==> src/rtl/noc_flit_transmitter_pkg.sv <==
// -----------------------------------------------------------------------------
// noc_flit_transmitter_pkg
//   Shared definitions for the NoC flit transmitter slice:
//     - default flit width
//     - header field layout (destination in the top byte, length below it)
//     - transmitter FSM state encoding
// -----------------------------------------------------------------------------
package noc_flit_transmitter_pkg;

  // Default flit width used across the NoC.
  localparam int NOC_DATA_WIDTH = 32;

  // Destination field is {x[3:0], y[3:0]} and occupies the top byte of a header.
  localparam int HDR_DST_WIDTH = 8;

  // Transmitter FSM states.
  typedef enum logic [1:0] {
    IDLE = 2'd0,
    HEAD = 2'd1,
    BODY = 2'd2
  } tx_state_e;

  // LSB position of the destination field in a header of width data_width.
  function automatic int hdr_dst_lsb(input int data_width);
    return data_width - HDR_DST_WIDTH;
  endfunction

  // LSB position of the length field, which sits directly below the destination.
  function automatic int hdr_len_lsb(input int data_width, input int len_width);
    return data_width - HDR_DST_WIDTH - len_width;
  endfunction

endpackage : noc_flit_transmitter_pkg

==> src/rtl/noc_flit_transmitter_fifo.sv <==
// -----------------------------------------------------------------------------
// noc_sync_fifo
//   Single-clock payload buffer for the flit transmitter. FIFO_DEPTH must be a
//   power of two so the read/write pointers wrap naturally.
//
//   Ports
//     clk         clock, rising edge
//     rst         asynchronous active-high reset (empties the buffer)
//     push_valid  write request
//     push_ready  buffer not full
//     push_data   write data
//     pop         read request (ignored while empty)
//     pop_data    data at the head of the buffer
//     empty       buffer holds no entries
//
//   A push while full is accepted only if a pop happens in the same cycle;
//   otherwise it is dropped. push_ready reflects "not full" only, so it does
//   not depend combinationally on the pop side.
// -----------------------------------------------------------------------------
module noc_sync_fifo #(
  parameter int DATA_WIDTH = 32,
  parameter int FIFO_DEPTH = 8
) (
  input  logic                  clk,
  input  logic                  rst,
  input  logic                  push_valid,
  output logic                  push_ready,
  input  logic [DATA_WIDTH-1:0] push_data,
  input  logic                  pop,
  output logic [DATA_WIDTH-1:0] pop_data,
  output logic                  empty
);

  localparam int PTR_W = $clog2(FIFO_DEPTH);
  localparam logic [PTR_W:0] DEPTH_CNT = (PTR_W + 1)'(FIFO_DEPTH);

  logic [DATA_WIDTH-1:0] mem [FIFO_DEPTH];
  logic [PTR_W-1:0]      wr_ptr;
  logic [PTR_W-1:0]      rd_ptr;
  logic [PTR_W:0]        count;

  logic full;
  logic do_push;
  logic do_pop;

  assign full       = (count == DEPTH_CNT);
  assign empty      = (count == '0);
  assign push_ready = !full;

  assign do_pop  = pop && !empty;
  // A full buffer can still take a write when an entry leaves in the same cycle.
  assign do_push = push_valid && (!full || do_pop);

  assign pop_data = mem[rd_ptr];

  // NOTE: storage has no reset; emptiness is tracked by count/pointers alone,
  // which keeps the array in plain RAM cells.
  always_ff @(posedge clk) begin
    if (do_push) begin
      mem[wr_ptr] <= push_data;
    end
  end

  // NOTE: state registers use non-blocking assignments so every flop samples
  // pre-edge values regardless of block ordering.
  always_ff @(posedge clk or posedge rst) begin
    if (rst) begin
      wr_ptr <= '0;
      rd_ptr <= '0;
      count  <= '0;
    end else begin
      if (do_push) begin
        wr_ptr <= wr_ptr + PTR_W'(1);
      end
      if (do_pop) begin
        rd_ptr <= rd_ptr + PTR_W'(1);
      end
      case ({do_push, do_pop})
        2'b10:   count <= count + (PTR_W + 1)'(1);
        2'b01:   count <= count - (PTR_W + 1)'(1);
        default: count <= count;
      endcase
    end
  end

endmodule : noc_sync_fifo

==> src/rtl/noc_flit_transmitter.sv <==
// -----------------------------------------------------------------------------
// noc_flit_transmitter
//   Packetises a request (destination + payload length) and buffered payload
//   flits into a header flit followed by len body flits toward a router
//   receive port. One packet is in flight at a time.
//
//   Ports
//     noc_clk       clock, rising edge
//     rst           asynchronous active-high reset
//     req_valid     packet request valid
//     req_ready     request accepted when req_valid && req_ready
//     req_dst       destination {x[3:0], y[3:0]}
//     req_len       number of payload flits (0 = header-only packet)
//     pl_valid      payload write valid
//     pl_ready      payload buffer not full
//     pl_data       payload flit
//     tx_valid      flit valid toward router
//     tx_ready      router accepts the flit
//     tx_flit       flit data
//     tx_VCready    downstream VC can accept a new packet (gates the header only)
//     tx_is_header  current flit is the header
//     tx_is_tail    current flit is the tail
//
//   Header layout: [DATA_WIDTH-1 -: 8] = dst, next LEN_WIDTH bits = len,
//   remaining low bits zero. Requires DATA_WIDTH >= 8 + LEN_WIDTH.
// -----------------------------------------------------------------------------
module noc_flit_transmitter
  import noc_flit_transmitter_pkg::*;
#(
  parameter int DATA_WIDTH = NOC_DATA_WIDTH,
  parameter int FIFO_DEPTH = 8,
  parameter int LEN_WIDTH  = 4
) (
  input  logic                  noc_clk,
  input  logic                  rst,
  input  logic                  req_valid,
  output logic                  req_ready,
  input  logic [7:0]            req_dst,
  input  logic [LEN_WIDTH-1:0]  req_len,
  input  logic                  pl_valid,
  output logic                  pl_ready,
  input  logic [DATA_WIDTH-1:0] pl_data,
  output logic                  tx_valid,
  input  logic                  tx_ready,
  output logic [DATA_WIDTH-1:0] tx_flit,
  input  logic                  tx_VCready,
  output logic                  tx_is_header,
  output logic                  tx_is_tail
);

  localparam int DST_LSB = hdr_dst_lsb(DATA_WIDTH);
  localparam int LEN_LSB = hdr_len_lsb(DATA_WIDTH, LEN_WIDTH);

  tx_state_e state;
  tx_state_e state_next;

  logic [HDR_DST_WIDTH-1:0] dst_q;
  logic [LEN_WIDTH-1:0]     len_q;
  logic [LEN_WIDTH-1:0]     remaining;

  logic                  req_fire;
  logic                  load_remaining;
  logic                  fifo_pop;
  logic                  fifo_empty;
  logic [DATA_WIDTH-1:0] fifo_head;
  logic [DATA_WIDTH-1:0] header_flit;

  // ---------------------------------------------------------------------------
  // Payload buffer: writable in every FSM state, drained only in BODY.
  // ---------------------------------------------------------------------------
  noc_sync_fifo #(
    .DATA_WIDTH (DATA_WIDTH),
    .FIFO_DEPTH (FIFO_DEPTH)
  ) u_payload_fifo (
    .clk        (noc_clk),
    .rst        (rst),
    .push_valid (pl_valid),
    .push_ready (pl_ready),
    .push_data  (pl_data),
    .pop        (fifo_pop),
    .pop_data   (fifo_head),
    .empty      (fifo_empty)
  );

  // The FSM already sits in IDLE during reset, so req_ready is also masked by
  // rst itself; it rises as soon as reset is released.
  assign req_ready = (state == IDLE) && !rst;
  assign req_fire  = req_valid && req_ready;

  // Header is built from the latched request so it stays stable while stalled.
  always_comb begin
    header_flit                             = '0;
    header_flit[DST_LSB +: HDR_DST_WIDTH]   = dst_q;
    header_flit[LEN_LSB +: LEN_WIDTH]       = len_q;
  end

  // ---------------------------------------------------------------------------
  // State and request registers.
  // ---------------------------------------------------------------------------
  always_ff @(posedge noc_clk or posedge rst) begin
    if (rst) begin
      state     <= IDLE;
      dst_q     <= '0;
      len_q     <= '0;
      remaining <= '0;
    end else begin
      state <= state_next;
      if (req_fire) begin
        dst_q <= req_dst;
        len_q <= req_len;
      end
      if (load_remaining) begin
        remaining <= len_q;
      end else if (fifo_pop) begin
        remaining <= remaining - LEN_WIDTH'(1);
      end
    end
  end

  // ---------------------------------------------------------------------------
  // Next-state and output decode.
  // ---------------------------------------------------------------------------
  always_comb begin
    // NOTE: every output gets a default first so no path leaves one unassigned,
    // which would otherwise infer a latch.
    state_next     = state;
    load_remaining = 1'b0;
    fifo_pop       = 1'b0;
    tx_valid       = 1'b0;
    tx_flit        = '0;
    tx_is_header   = 1'b0;
    tx_is_tail     = 1'b0;

    case (state)
      IDLE: begin
        if (req_fire) begin
          state_next = HEAD;
        end
      end

      HEAD: begin
        // Only the header waits for VC credit; body flits follow regardless.
        tx_valid     = tx_VCready;
        tx_flit      = header_flit;
        tx_is_header = 1'b1;
        tx_is_tail   = (len_q == '0);
        if (tx_VCready && tx_ready) begin
          load_remaining = 1'b1;
          state_next     = (len_q == '0) ? IDLE : BODY;
        end
      end

      BODY: begin
        tx_valid   = !fifo_empty;
        tx_flit    = fifo_empty ? '0 : fifo_head;
        tx_is_tail = (remaining == LEN_WIDTH'(1));
        if (!fifo_empty && tx_ready) begin
          fifo_pop = 1'b1;
          if (remaining == LEN_WIDTH'(1)) begin
            state_next = IDLE;
          end
        end
      end

      default: begin
        state_next = IDLE;
      end
    endcase
  end

endmodule : noc_flit_transmitter
==> config.mk <==
export PLATFORM = sky130hd
export DESIGN_NAME = noc_flit_transmitter
export DESIGN_NICKNAME = d
export VERILOG_FILES = /design/src/rtl/noc_flit_transmitter_pkg.sv /design/src/rtl/noc_flit_transmitter_fifo.sv /design/src/rtl/noc_flit_transmitter.sv
export SDC_FILE = /design/constraint.sdc
export NUM_CORES = 1
export LEC_CHECK = 0
export BUFFER_PORTS_ARGS = -buffer_cell sky130_fd_sc_hd__buf_4
export CELL_PAD_IN_SITES_DETAIL_PLACEMENT = 1
export CELL_PAD_IN_SITES_GLOBAL_PLACEMENT = 1
export CORE_ASPECT_RATIO = 0.9
export CORE_MARGIN = 2
export CORE_UTILIZATION = 50
export CTS_BUF_LIST = sky130_fd_sc_hd__clkbuf_8
export DETAILED_ROUTE_END_ITERATION = 6
export PLACE_DENSITY_LB_ADDON = 0.1
export SYNTH_ARGS = -nofsm -noshare
export SYNTH_HDL_FRONTEND = slang
export SYNTH_SLANG_ARGS = --single-unit
export TNS_END_PERCENT = 1
==> constraint.sdc <==
create_clock -name noc_clk -period 11.77 [get_ports noc_clk]
set_input_delay 2.354 -clock noc_clk [delete_from_list [all_inputs] [get_ports noc_clk]]
set_output_delay 2.354 -clock noc_clk [all_outputs]
set_load 0.01 [all_outputs]
# After elaboration in Yosys (flattened, before gate mapping)
# Memories as Yosys holds them, arrays and structs flattened.
# Cells that the tools add are included.
dict set report word_totals {
  regBits 28
  ram_bits 256
  output_inout_bits 37
  mem_count 1
}
dict set report op_classes {
  n_addsub 5
  n_eq_ne 10
  muxes 20
  n_reduce_logical 16
}
# memory depth width read_ports rd_clocked_by_memory_dff wr line_no
set mem_list {}
lappend mem_list {u_payload_fifo.mem 8 32 1 0 1 noc_flit_transmitter_fifo.sv:37} ;# logic [DATA_WIDTH-1:0] mem [FIFO_DEPTH];
# cell count
set ops {}
lappend ops {{one-hot mux 32 bit (2 select lines)} 1}
lappend ops {{two-way mux 32 bit} 1}
lappend ops {{two-way mux 2 bit} 5}
lappend ops {{zero test 4 bit} 2}
lappend ops {{two-way mux 4 bit} 2}
lappend ops {{!= test 2 bit (second input constant)} 4}
lappend ops {{one-hot mux 4 bit (2 select lines)} 1}
lappend ops {{subtractor 4 x 1 -> 4 bit (second input constant)} 2}
lappend ops {{two-way mux 1 bit} 7}
lappend ops {{adder 3 x 1 -> 3 bit (second input constant)} 2}
lappend ops {{logical AND 1 bit} 6}
lappend ops {{one-hot mux 2 bit (3 select lines)} 1}
lappend ops {{adder 4 x 1 -> 4 bit (second input constant)} 1}
lappend ops {{equality test 2 x 1 -> 1 bit (second input constant)} 2}
lappend ops {{equality test 2 bit (second input constant)} 2}
lappend ops {{equality test 4 x 1 -> 1 bit (second input constant)} 1}
lappend ops {{equality test 4 bit (second input constant)} 1}
lappend ops {{one-hot mux 1 bit (2 select lines)} 2}
lappend ops {{AND reduction 4 bit} 1}
lappend ops {{nonzero test 2 bit} 2}
lappend ops {{zero test 1 bit} 3}
lappend ops {{zero test 2 bit} 1}
lappend ops {{logical OR 1 bit} 1}

# Depth between registers and ports, before layout
# Gate-level depths: netlist (run 1).
dict set report depth {
  ltp_word 10
  depth_mapped 12
}

# Hierarchy
# From an unflattened synthesis (run 1), not the netlist that was laid out.
dict set report unflattened {
  cells_unflattened 567
  hier_area_um2 11659.9
}
# mod n_inst cells_per_inst area_per_inst_um2
set modules_own_cells {}
lappend modules_own_cells {noc_sync_fifo 1 444 10415.0}
lappend modules_own_cells {noc_flit_transmitter 1 123 1244.9}

# Least setup slack after synthesis (run 1)
# OpenSTA, ideal clock, no wires.
dict set report synth_timing {
  path_type {input to register}
  startpoint {input tx_ready}
  endpoint {memory u_payload_fifo.mem[0][0], enable pin}
  setup_ns 0.501
  arrival_ns 5.920
  t_required_ns 11.269
  path_slack_ns 5.349
  stages 4
  path_buffers 1
  path_cell_list {and2_1 -> clkbuf_1 -> o21ai_0 -> nor4_1}
}
dict set report synth_between {
  elab_chain_len 8
}
# item line_no
set synth_lines {}
lappend synth_lines {{from (decl)} noc_flit_transmitter.sv:44} ;# input logic tx_ready,
lappend synth_lines {{logical AND 1 bit} noc_flit_transmitter.sv:157} ;# if (!fifo_empty && tx_ready) begin
lappend synth_lines {{two-way mux 1 bit} noc_flit_transmitter.sv:157}
lappend synth_lines {{two-way mux 1 bit} noc_flit_transmitter.sv:134} ;# case (state)
lappend synth_lines {{logical AND 1 bit} noc_flit_transmitter_fifo.sv:50} ;# assign do_pop = pop && !empty;
lappend synth_lines {{logical OR 1 bit} noc_flit_transmitter_fifo.sv:52} ;# assign do_push = push_valid && (!full || do_pop);
lappend synth_lines {{logical AND 1 bit} noc_flit_transmitter_fifo.sv:52}
lappend synth_lines {{two-way mux 1 bit} noc_flit_transmitter_fifo.sv:59} ;# if (do_push) begin
lappend synth_lines {{two-way mux 1 bit (not written as such)} noc_flit_transmitter_fifo.sv:60} ;# mem[wr_ptr] <= push_data;
lappend synth_lines {{to (decl)} noc_flit_transmitter_fifo.sv:37}
# Every way passes these cells.

# Final worst setup path (run 1)
dict set report layout_timing {
  startpoint {register u_payload_fifo.rd_ptr[0]}
  endpoint {output tx_flit[25]}
}
dict set report layout_between {
  elab_chain_len 3
}
# item line_no
set layout_lines {}
lappend layout_lines {{from (decl)} noc_flit_transmitter_fifo.sv:39} ;# logic [PTR_W-1:0] rd_ptr;
lappend layout_lines {{from (signal assigned)} noc_flit_transmitter_fifo.sv:76} ;# rd_ptr <= rd_ptr + PTR_W'(1);
lappend layout_lines {{memory read (8 x 32 bit)} n/a}
lappend layout_lines {{two-way mux 32 bit} noc_flit_transmitter.sv:155} ;# tx_flit = fifo_empty ? '0 : fifo_head;
lappend layout_lines {{one-hot mux 32 bit (2 select lines)} noc_flit_transmitter.sv:134}
lappend layout_lines {{to (decl)} noc_flit_transmitter.sv:45} ;# output logic [DATA_WIDTH-1:0] tx_flit,
# Every way passes these cells.

==> results of run 1 <==
## critical path: cells and delay by family (launching register included)
| family | cells | cell delay, ps |
|---|---|---|
| AOI/OAI and AO/OA | 1 | 300 |
| DFF | 1 | 650 |
| and+or+nand+nor | 1 | 200 |
| buffers and inverters | 2 | 980 |
| muxes | 1 | 610 |
## cell usage in the layout, fill, tap and decap left out, types with 3 or more instances in the layout
cell      netlist  routed
mux4_2         64      64
and3_1         11      11
inv_1          11      30
nand2_1        13      13
clkinv_1        0       9
nor2_1         30      27
ha_1            9       9
clkinv_2        0       6
clkbuf_8        0      47
dfrtp_1        28      25
a21oi_1         6       6
mux2i_1        23      23
xor2_1          4       4
edfxtp_1      256     256
nand3_1         7       7
buf_4           5      99
a221o_1        11      11
nor3_2          0       4
xnor2_1         5       5
nand2b_1        3       3
o21ai_0         3       3
nor2_4          0       3
mux2_2         16      16
## kinds of logic (layout without fill, tap and decap cells)
kind of cell | count (synthesis) | in the layout | synth area share, %
flip-flops | 284 | 284 | 74.46
multiplexers | 103 | 103 | 16.44
AND/OR/NAND/NOR | 81 | 81 | 3.488
buffers and inverters | 38 | 193 | 1.566
AO/OA/AOI/OAI | 31 | 31 | 2.166
adder cells (fa/ha/maj) | 10 | 10 | 1.177
XOR/XNOR | 9 | 9 | 0.6997
## final timing paths
check                                                          start                                    to  slack [ps]  depth (start not counted)
worst max-delay path            u_payload_fifo.rd_ptr[0]$_DFFE_PP0N_                           tx_flit[25]        6100                          5
worst max register to register                  state[0]$_DFFE_PP0P_   u_payload_fifo.mem[2][25]$_DFFE_PP_        8290                          7
worst min-delay path                            dst_q[3]$_DFFE_PP0P_                  dst_q[3]$_DFFE_PP0P_         520                          1
max in group asynchronous                                        rst  u_payload_fifo.rd_ptr[0]$_DFFE_PP0N_        9540                          3
min in group asynchronous                                        rst                  state[1]$_DFFE_PP0P_        1900                          3
worst min register to register                  dst_q[3]$_DFFE_PP0P_                  dst_q[3]$_DFFE_PP0P_         520                          1
## through the flow
| step | worst slack, ps | hold WS [ps] | cell area (sq um) | power (W) | utilization [%] |
|---|---|---|---|---|---|
| finish | 6103 | 515.5 | 13100 | 0.002969 | 58.71 |
| global route | 5848 | 536.2 | 13100 | 0.003117 | 58.71 |
| CTS | 5977 | 522.0 | 13100 | 0.003014 | 58.71 |
| detailed placement | 6578 | 509.6 | 12300 | 0.002258 | 55.11 |
| global placement | 6594 | 497.7 | 12300 | 0.002221 | 55.11 |
| floorplan | 5349 | 479.8 | 11260 | 0.001988 | - |
## area by class of cell
type	instances	area [sq um]
inverters	11	41.29
clock inverters	36	155.1
clock buffers	47	646.9
fillers	1960	9215
repair buffers	99	743.2
flip-flops and latches	284	8394
multi-input cells	234	2749
well taps	297	371.6
## registers in the layout, indices dropped and copies added, names as in the netlist
register	count
u_payload_fifo.count	4
len_q	4
u_payload_fifo.mem	256
u_payload_fifo.rd_ptr	3
dst_q	8
remaining	4
u_payload_fifo.wr_ptr	3
state	2
## per-layer routing
metal	global-route usage (%)	vias up
met4	6.327	0
met3	4.460	44
met5	0	-
li1	-	2508
met1	27.47	3081
met2	35.81	161
## report_power, final
group,switching (W),total [W],internal [W]
combinational,0.000419,0.000817,0.000398
sequential,0.000112,0.00140,0.00129
clock,0.000376,0.000749,0.000373
==> metrics.csv, run 1 <==
stage,metric,value,unit
timing,timing_hold_violations_final,0,
power_and_ir_drop,p_leak,4.652,nW
synth,postSynthCellCount,556,
place,dp_cells,925,
power_and_ir_drop,powerDensity,226.6,nW/um^2
timing,worstMarginPinSlew,1186,ps
place,place.gp.congestion,0.7674,
setup_path,worstPathArrival,3310,ps
timing,setup-tns-final,0,ps
worst_hold_path,hold_path.class,reg -> reg,
setup_path,end_kind,output port,
die,ios,87,
synth,synthDistinctLibCells,40,
clock_network,clkLatencyLatePin,570,ps
synth,ys_seq_elements,284,
timing,setup_viol,0,
setup_path,worstPathRequired,9420,ps
clock_network,clk_pin_slew_worst_paths,50,ps
synth,synth_nets,616,
route,vias,5794,
cells_and_area,diodes,0,
setup_path,path_cells,buf_4 > mux4_2 > and3_1 > a221o_1 > buf_4,
cells_and_area,final_cells,1008,
synth,yosys_warnings,0,
synth,synthesis.area,11260,sq um
route,drt_iter0_drc,291,
die,initial_core_util,50.48,%
run_status,outcome,finished clean,
setup_path,worst-setup-path-type,reg -> out,
die,core,22320,sq um
timing,finalCritPeriodShare,48.15,%
die,core.rowCount,52,
setup_path,crit_slowest_cell,buf_4,
route,top_layer,met4,
synth,syn_area_per_cell,20.26,sq um
route,drt-met1-wl,10410,um
synth,synth_edf_count,256,
setup_path,cp-start-kind,flop,
place,io_buffers,86,
timing,rsz0062_at_grt,false,
clock_network,htree_levels,2,
job,maxCapViolations,0,
synth,synthMostInstantiatedCell,edfxtp_1,
cells_and_area,area_delta_synth_final,16.31,%
clock_network,hold_buffers,0,
synth,async_reset_ff_share,9.859,%
cells_and_area,fin_nets,735,
power_and_ir_drop,irDropWorstVdd,103.1,uV
synth,yosysSeqAreaShare,74.46,%
global_route,grt_overflow,0,
route,drtAntennaViolNets,0,
timing,fmax,176.4,MHz
clock_network,cts_sinks,284,
clock_network,cts_tree,built,
timing,slew_headroom,20.27,%
global_route,antenna_found_initial,0,
place,hpwl,14070,um
clock_network,cts_buffer_depth,3,
synth,synthTopCellsByCount,"edfxtp_1, mux4_2, nor2_1",
die,dieArea,23750,sq um
global_route,grt_usage,21.02,%
route,routed_wl,24320,um
route,wl_met3,1160,um
timing,slew_violations,0,
clock_network,cts-resized-gates,0,
global_route,grt_pass1_wl,37150,um
route,wl_met2,12230,um
route,wl_per_cell,24.12,um
setup_path,max_stage_delay,820,ps
clock_network,postCtsSetupRepairBufs,0,
synth,ys.flop_type,edfxtp_1,
setup_path,path_common_cell,buf_4,
timing,skew,21.23,ps
synth,synth_area_leaders,"edfxtp_1, mux4_2, dfrtp_1",
cells_and_area,drive_above_1_share,34.74,%
global_route,grt_start_max_net_pins,49,
route,via_per_inst,5.748,
route,drc_errors,0,
timing,fin_crit,5667,ps
clock_network,clockRootBuffer,clkbuf_8,
global_route,grt_pass1_vias,6438,
clock_network,cts_buffers,45,
synth,yosys.area.top_type,edfxtp_1,
route,drtPass1Iterations,4,
die,die_x,162.2,um
synth,yosysTopAreaCellShare,68.24,%
die,die_y,146.4,um
setup_path,cp_max_fo,48,
Power figures use the tool's default switching activity.
==> run 2, diff against run 1 <==
Settings changed: ABC_AREA set to 1.
Clock period 11.77 ns to 5.9 ns, I/O delays scaled along.
==> metrics.csv, run 2 <==
stage,metric,value,unit,change
run_status,outcome,finished clean,,unchanged
setup_path,cp_top_family,buffers and inverters,,unchanged
setup_path,path_cells,clkinv_2 > buf_12 > nor2_1 > nor2_1 > o21ai_1 > o211ai_1 > nand3_1 > nand2_1 > buf_4,,was buf_4 > mux4_2 > and3_1 > a221o_1 > buf_4
clock_network,postCtsSetupRepairBufs,0,,unchanged
setup_path,cp-start-kind,flop,,unchanged
clock_network,cts_buffers,44,,was 45
place,dp_cells,1280,,was 925
cells_and_area,final_area,13250,sq um,was 13100 sq um
clock_network,cts-resized-gates,0,,unchanged
global_route,grt_pass1_wl,43470,um,was 37150 um
setup_path,max_stage_delay,770,ps,was 820 ps
clock_network,cts_sinks,284,,unchanged
route,via_per_inst,5.569,,was 5.748
timing,worstMarginPinSlew,962.7,ps,was 1186 ps
cells_and_area,largest_register_ffs,256,,unchanged
cells_and_area,final_cells,1355,,was 1008
route,drtPass1Iterations,4,,unchanged
cells_and_area,final_cell_mix,"edfxtp_1, nor2_1, o21ai_0, buf_4, nand2_1",,"was edfxtp_1, buf_4, mux4_2, clkbuf_8, inv_1"
synth,synthesis.area,11550,sq um,was 11260 sq um
setup_path,end_kind,output port,,unchanged
clock_network,htree_levels,2,,unchanged
worst_hold_path,hold_path.class,reg -> reg,,unchanged
route,wl_per_cell,20.42,um,was 24.12 um
synth,synth_nets,994,,was 616
synth,yosys_warnings,0,,unchanged
setup_path,worst-setup-path-type,reg -> out,,unchanged
setup_path,path_common_cell,nor2_1,,was buf_4
clock_network,hold_buffers,0,,unchanged
synth,synthTopCellsByCount,"edfxtp_1, nor2_1, o21ai_0",,"was edfxtp_1, mux4_2, nor2_1"
global_route,grt_overflow,0,,unchanged
setup_path,cp_max_fo,67,,was 48
clock_network,cts_buffer_depth,3,,unchanged
clock_network,clk_pin_slew_worst_paths,60,ps,was 50 ps
timing,rsz0062_at_grt,false,,unchanged
synth,yosysTopAreaCellShare,66.55,%,was 68.24%
power_and_ir_drop,powerDensity,463.1,nW/um^2,was 226.6 nW/um^2
synth,synth_edf_count,256,,unchanged
timing,slew_violations,0,,unchanged
die,die_y,148.2,um,was 146.4 um
route,routed_wl,27670,um,was 24320 um
synth,synthDistinctLibCells,27,,was 40
die,core,22580,sq um,was 22320 sq um
route,drtAntennaViolNets,0,,unchanged
synth,async_reset_ff_share,9.859,%,unchanged
global_route,grt_usage,23.41,%,was 21.02%
place,io_buffers,86,,unchanged
job,maxCapViolations,0,,unchanged
cells_and_area,area_delta_synth_final,14.69,%,was 16.31%
synth,yosys.area.top_type,edfxtp_1,,unchanged
global_route,grt_start_max_net_pins,97,,was 49
power_and_ir_drop,irDropWorstVdd,312.8,uV,was 103.1 uV
route,vias,7546,,was 5794
timing,timing_hold_violations_final,0,,unchanged
setup_path,worstPathArrival,3280,ps,was 3310 ps
route,drt_iter0_drc,453,,was 291
place,dpl_cell_area,12480,sq um,was 12300 sq um
synth,postSynthCellCount,934,,was 556
synth,yosysSeqAreaShare,72.62,%,was 74.46%
synth,synth_area_leaders,"edfxtp_1, nor2_1, dfrtp_1",,"was edfxtp_1, mux4_2, dfrtp_1"
global_route,grt_pass1_vias,7986,,was 6438
synth,syn_area_per_cell,12.37,sq um,was 20.26 sq um
die,die_x,164.2,um,was 162.2 um
die,core.rowCount,52,,unchanged
place,hpwl,15850,um,was 14070 um
die,dieArea,24340,sq um,was 23750 sq um
setup_path,worstPathRequired,4720,ps,was 9420 ps
cells_and_area,largest-register,u_payload_fifo.mem,,unchanged
setup_path,path_buf_inv,3,,was 2
timing,fmax,224.3,MHz,
cells_and_area,diodes,0,,unchanged
cells_and_area,fin_nets,1089,,was 735
die,initial_core_util,51.16,%,was 50.48%
cells_and_area,final_common_cell,edfxtp_1,,unchanged
clock_network,cts_tree,built,,unchanged
timing,fin_crit,4458,ps,
timing,finalCritPeriodShare,75.55,%,
timing,skew,23.01,ps,was 21.23 ps
cells_and_area,drive_above_1_share,16.82,%,was 34.74%
place,place.gp.congestion,0.7508,,was 0.7674
clock_network,clockRootBuffer,clkbuf_8,,unchanged
timing,setup-tns-final,0,ps,unchanged
clock_network,clkLatencyLatePin,540,ps,was 570 ps
power_and_ir_drop,p_leak,4.854,nW,was 4.652 nW
synth,ys.flop_type,edfxtp_1,,unchanged
cells_and_area,biggestRegsByFlops,"u_payload_fifo.mem x256, dst_q x8",,unchanged
timing,slew_headroom,35.82,%,was 20.27%
route,drc_errors,0,,unchanged
synth,ys_seq_elements,284,,unchanged
synth,synthMostInstantiatedCell,edfxtp_1,,unchanged
global_route,antenna_found_initial,0,,unchanged
timing,setup_viol,0,,unchanged
die,ios,87,,unchanged
setup_path,crit_slowest_cell,clkinv_2,,was buf_4
==> run 2: changes by cell type after synthesis, moves of 10 or more <==
| cell | delta |
|---|---|
| mux4_2 | -64 |
| buf_2 | +11 |
| o21ai_1 | +28 |
| o22ai_1 | +41 |
| nor2_1 | +176 |
| nand3_1 | +16 |
| clkbuf_1 | +10 |
| o211ai_1 | +22 |
| a221o_1 | -11 |
| inv_1 | +21 |
| nand2_1 | +57 |
| mux2i_1 | -23 |
| and3_1 | -11 |
| o21ai_0 | +127 |
==> run 2: area by class of cell <==
cell class,count,area [sq um]
inverter,33,125.1
timing repair buffer,102,778.2
fill,2290,9329
clock buffer,45,619.3
sequential,284,8393
multi-input combinational,564,2815
tap,297,371.6
clock inverter,30,145.1
==> run 2: logic make-up (layout without fill, tap and decap cells) <==
logic type | after synthesis | after routing | share of synthesized area [%]
AOI/OAI and AO/OA | 229 | 229 | 10.88
xor gates and xnor gates | 7 | 7 | 0.5308
adders and majority gates | 10 | 10 | 1.148
buffers and inverters | 86 | 210 | 3.466
DFF | 284 | 284 | 72.62
muxes | 9 | 9 | 0.8774
and+or+nand+nor | 309 | 309 | 10.49
==> run 2: per-stage QoR <==
stage               setup slack [ps]  hold slack (ps)  power (W)  utilization, %
floorplan                       1683            463.5   0.004090               -
global placement                1983            482.4   0.004655           55.29
detailed placement              1945            491.4   0.004741           55.29
CTS                             1367            502.6   0.006208           58.68
global route                    1152            518.0   0.006555           58.68
finish                          1442            497.3   0.006135           58.68
==> run 2: per-layer routing <==
metal  track usage [%]  wire (um)  vias up
li1                  -          -     3548
met1             31.10      12190     3773
met2             39.52      13550      165
met3             4.099       1326       60
met4             7.325        604        0
met5                 0          0        -
==> run 2: report_power, final <==
group | total, W | switching [W] | internal (W)
Combinational | 0.00192 | 0.00130 | 0.000618
Clock | 0.00146 | 0.000713 | 0.000747
Sequential | 0.00275 | 0.000196 | 0.00256
==> run 2: worst paths after layout <==
kind                                                       from                                   end  slack, ps  cells past startpoint
max in group asynchronous                                   rst  u_payload_fifo.rd_ptr[0]$_DFFE_PP0N_       4840                      3
hold reg to reg             u_payload_fifo.count[0]$_DFFE_PP0P_   u_payload_fifo.count[0]$_DFFE_PP0P_        500                      1
setup reg to reg                           state[0]$_DFFE_PP0P_    u_payload_fifo.mem[6][1]$_DFFE_PP_       2880                      7
min in group asynchronous                                   rst                  dst_q[1]$_DFFE_PP0P_        740                      3
setup / recovery           u_payload_fifo.rd_ptr[0]$_DFFE_PP0N_                           tx_flit[24]       1440                      9
hold / removal              u_payload_fifo.count[0]$_DFFE_PP0P_   u_payload_fifo.count[0]$_DFFE_PP0P_        500                      1
==> run 2: worst reg2reg max path: cells and delay by family, from the launching register on <==
kind / cells / cell delay (ps)
adders and majority gates: 1 / 270
buffers and inverters: 2 / 480
DFF: 1 / 400
and+or+nand+nor: 4 / 1540
==> run 3, diff against run 2 <==
Clock period 5.9 ns to 4.6 ns, I/O delays scaled along.
==> metrics.csv, run 3 (same netlist as run 2, synthesis figures left out) <==
stage,metric,value,unit,change
clock_network,clk_pin_slew_worst_paths,60,ps,about the same
clock_network,cts_sinks,284,,unchanged
place,hpwl,17060,um,was 15850 um
die,initial_core_util,51.16,%,unchanged
job,maxCapViolations,0,,unchanged
clock_network,hold_buffers,0,,unchanged
timing,fin_crit,4067,ps,
timing,slew_headroom,21.23,%,was 35.82%
cells_and_area,area_delta_synth_final,15.72,%,was 14.69%
worst_hold_path,hold_path.class,reg -> reg,,unchanged
die,die_x,164.2,um,unchanged
cells_and_area,diodes,0,,unchanged
route,vias,7746,,was 7546
setup_path,cp-start-kind,flop,,unchanged
run_status,outcome,finished clean,,unchanged
setup_path,max_stage_delay,880,ps,was 770 ps
place,place.gp.congestion,0.7648,,was 0.7508
cells_and_area,final_area,13370,sq um,was 13250 sq um
power_and_ir_drop,power,0.008088,W,was 0.006135 W
clock_network,cts_buffers,46,,was 44
cells_and_area,drive_above_1_share,17.37,%,was 16.82%
global_route,grt_start_max_net_pins,86,,was 97
timing,slew_violations,0,,unchanged
timing,finalCritPeriodShare,88.41,%,
timing,skew,21.24,ps,was 23.01 ps
power_and_ir_drop,p_leak,4.918,nW,was 4.854 nW
die,dieArea,24340,sq um,unchanged
route,drtAntennaViolNets,0,,unchanged
timing,setup-tns-final,0,ps,unchanged
route,wl_per_cell,21.34,um,was 20.42 um
clock_network,postCtsSetupRepairBufs,0,,unchanged
setup_path,crit_slowest_cell,nor2_2,,was clkinv_2
power_and_ir_drop,powerDensity,605.1,nW/um^2,was 463.1 nW/um^2
clock_network,cts-resized-gates,0,,unchanged
cells_and_area,biggestRegsByFlops,"u_payload_fifo.mem x256, dst_q x8",,unchanged
timing,fmax,245.9,MHz,
route,drt-met1-wl,12700,um,was 12190 um
route,top_layer,met4,,unchanged
place,dpl_cell_area,12520,sq um,was 12480 sq um
cells_and_area,multiInputGateArea,2815,sq um,unchanged
clock_network,cts_tree,built,,unchanged
timing,setup_viol,0,,unchanged
global_route,grt_overflow,0,,unchanged
cells_and_area,largest-register,u_payload_fifo.mem,,unchanged
timing,worstMarginPinSlew,1180,ps,was 962.7 ps
setup_path,path_cells,inv_1 > ha_1 > inv_1 > nor2_2 > buf_4 > o21ai_1 > nor2_1 > buf_4,,was clkinv_2 > buf_12 > nor2_1 > nor2_1 > o21ai_1 > o211ai_1 > nand3_1 > nand2_1 > buf_4
cells_and_area,fin_nets,1094,,was 1089
route,drt_iter0_drc,664,,was 453
setup_path,worstPathRequired,3680,ps,was 4720 ps
place,io_buffers,86,,unchanged
setup_path,end_kind,output port,,unchanged
power_and_ir_drop,irDropWorstVdd,286.9,uV,was 312.8 uV
global_route,grt_pass1_wl,45670,um,was 43470 um
global_route,antenna_found_initial,0,,unchanged
clock_network,clkLatencyLatePin,550,ps,was 540 ps
setup_path,path_buf_inv,4,,was 3
global_route,grt_pass1_vias,8292,,was 7986
setup_path,worstPathArrival,3150,ps,was 3280 ps
setup_path,cp_top_family,simple AND/OR/NAND/NOR gates,,was buffers and inverters
die,core.rowCount,52,,unchanged
cells_and_area,fill_cells,2301,,was 2290
setup_path,worst-setup-path-type,reg -> out,,unchanged
die,ios,87,,unchanged
route,wl_met3,1167,um,was 1326 um
die,core,22580,sq um,unchanged
die,die_y,148.2,um,unchanged
timing,rsz0062_at_grt,false,,unchanged
route,wl_met2,14780,um,was 13550 um
global_route,grt_usage,24.57,%,was 23.41%
cells_and_area,largest_register_ffs,256,,unchanged
clock_network,htree_levels,2,,unchanged
timing,hold_slack,504.9,ps,was 497.3 ps
route,drtPass1Iterations,5,,was 4
setup_path,cp_max_fo,18,,was 67
clock_network,clockRootBuffer,clkbuf_8,,unchanged
route,routed_wl,29200,um,was 27670 um
route,drc_errors,0,,unchanged
cells_and_area,seq_area,8393,sq um,unchanged
timing,timing_hold_violations_final,0,,unchanged
route,via_per_inst,5.662,,was 5.569
clock_network,cts_buffer_depth,3,,unchanged
cells_and_area,final_common_cell,edfxtp_1,,unchanged
cells_and_area,final_cell_mix,"edfxtp_1, nor2_1, o21ai_0, buf_4, nand2_1",,unchanged
-- run 3: cell types whose count changed in the layout (fill, tap and decap cells not counted) --
cell / delta
buf_12: +1
buf_4: +2
bufinv_16: -1
clkbuf_8: +7
clkinv_1: +2
clkinv_2: -1
clkinvlp_4: +1
inv_1: +3
inv_2: -1
-- run 3: final timing paths --
kind                                                        end  cells past startpoint  slack (ps)                                 from
max in group asynchronous  u_payload_fifo.rd_ptr[0]$_DFFE_PP0N_                      2        3040                                  rst
min                         u_payload_fifo.count[0]$_DFFE_PP0P_                      1         500  u_payload_fifo.count[0]$_DFFE_PP0P_
max                                                  tx_flit[3]                      8         530                 state[1]$_DFFE_PP0P_
min reg2reg                 u_payload_fifo.count[0]$_DFFE_PP0P_                      1         500  u_payload_fifo.count[0]$_DFFE_PP0P_
min in group asynchronous                  dst_q[3]$_DFFE_PP0P_                      2         710                                  rst
max reg2reg                  u_payload_fifo.mem[2][9]$_DFFE_PP_                      7        1640                 state[0]$_DFFE_PP0P_
-- run 3: power by group --
part	switching [W]	leakage, nW	internal (W)	total, W
Clock	0.000961	0.505	0.00103	0.00199
Sequential	0.000159	2.65	0.00328	0.00344
Combinational	0.00184	1.76	0.000815	0.00266
-- run 3: layout make-up --
type / instances / area share (%)
clock buffers: 52 / 5.354
clock inverters: 33 / 0.9922
inverters: 33 / 0.9361
multi-input cells: 564 / 21.06
flip-flops and latches: 284 / 62.79
well taps: 297 / 2.780
repair buffers: 105 / 6.084
-- run 3: metal layers --
| layer | GRT usage [%] | vias up |
|---|---|---|
| li1 | - | 3555 |
| met1 | 32.91 | 3975 |
| met2 | 42.11 | 166 |
| met3 | 3.514 | 50 |
| met4 | 6.974 | 0 |
| met5 | 0 | - |
-- run 3: through the flow --
stage	std cells	setup WS (ps)	util [%]
2_1_floorplan	934	642.9	-
3_3_place_gp	1283	1122	55.45
3_5_place_dp	1283	1112	55.45
4_1_cts	1368	493.0	59.21
5_1_grt	1368	359.2	59.21
6_report	1368	533.2	59.21
-- run 3: worst reg2reg max path, cell delays in order, from the launching register on --
cell and delay (ps):
dfrtp_1 400, inv_1 90, ha_1 250, nand3_2 200, nand4_1 190, nand3_1 350, nor2_4 770, buf_4 390
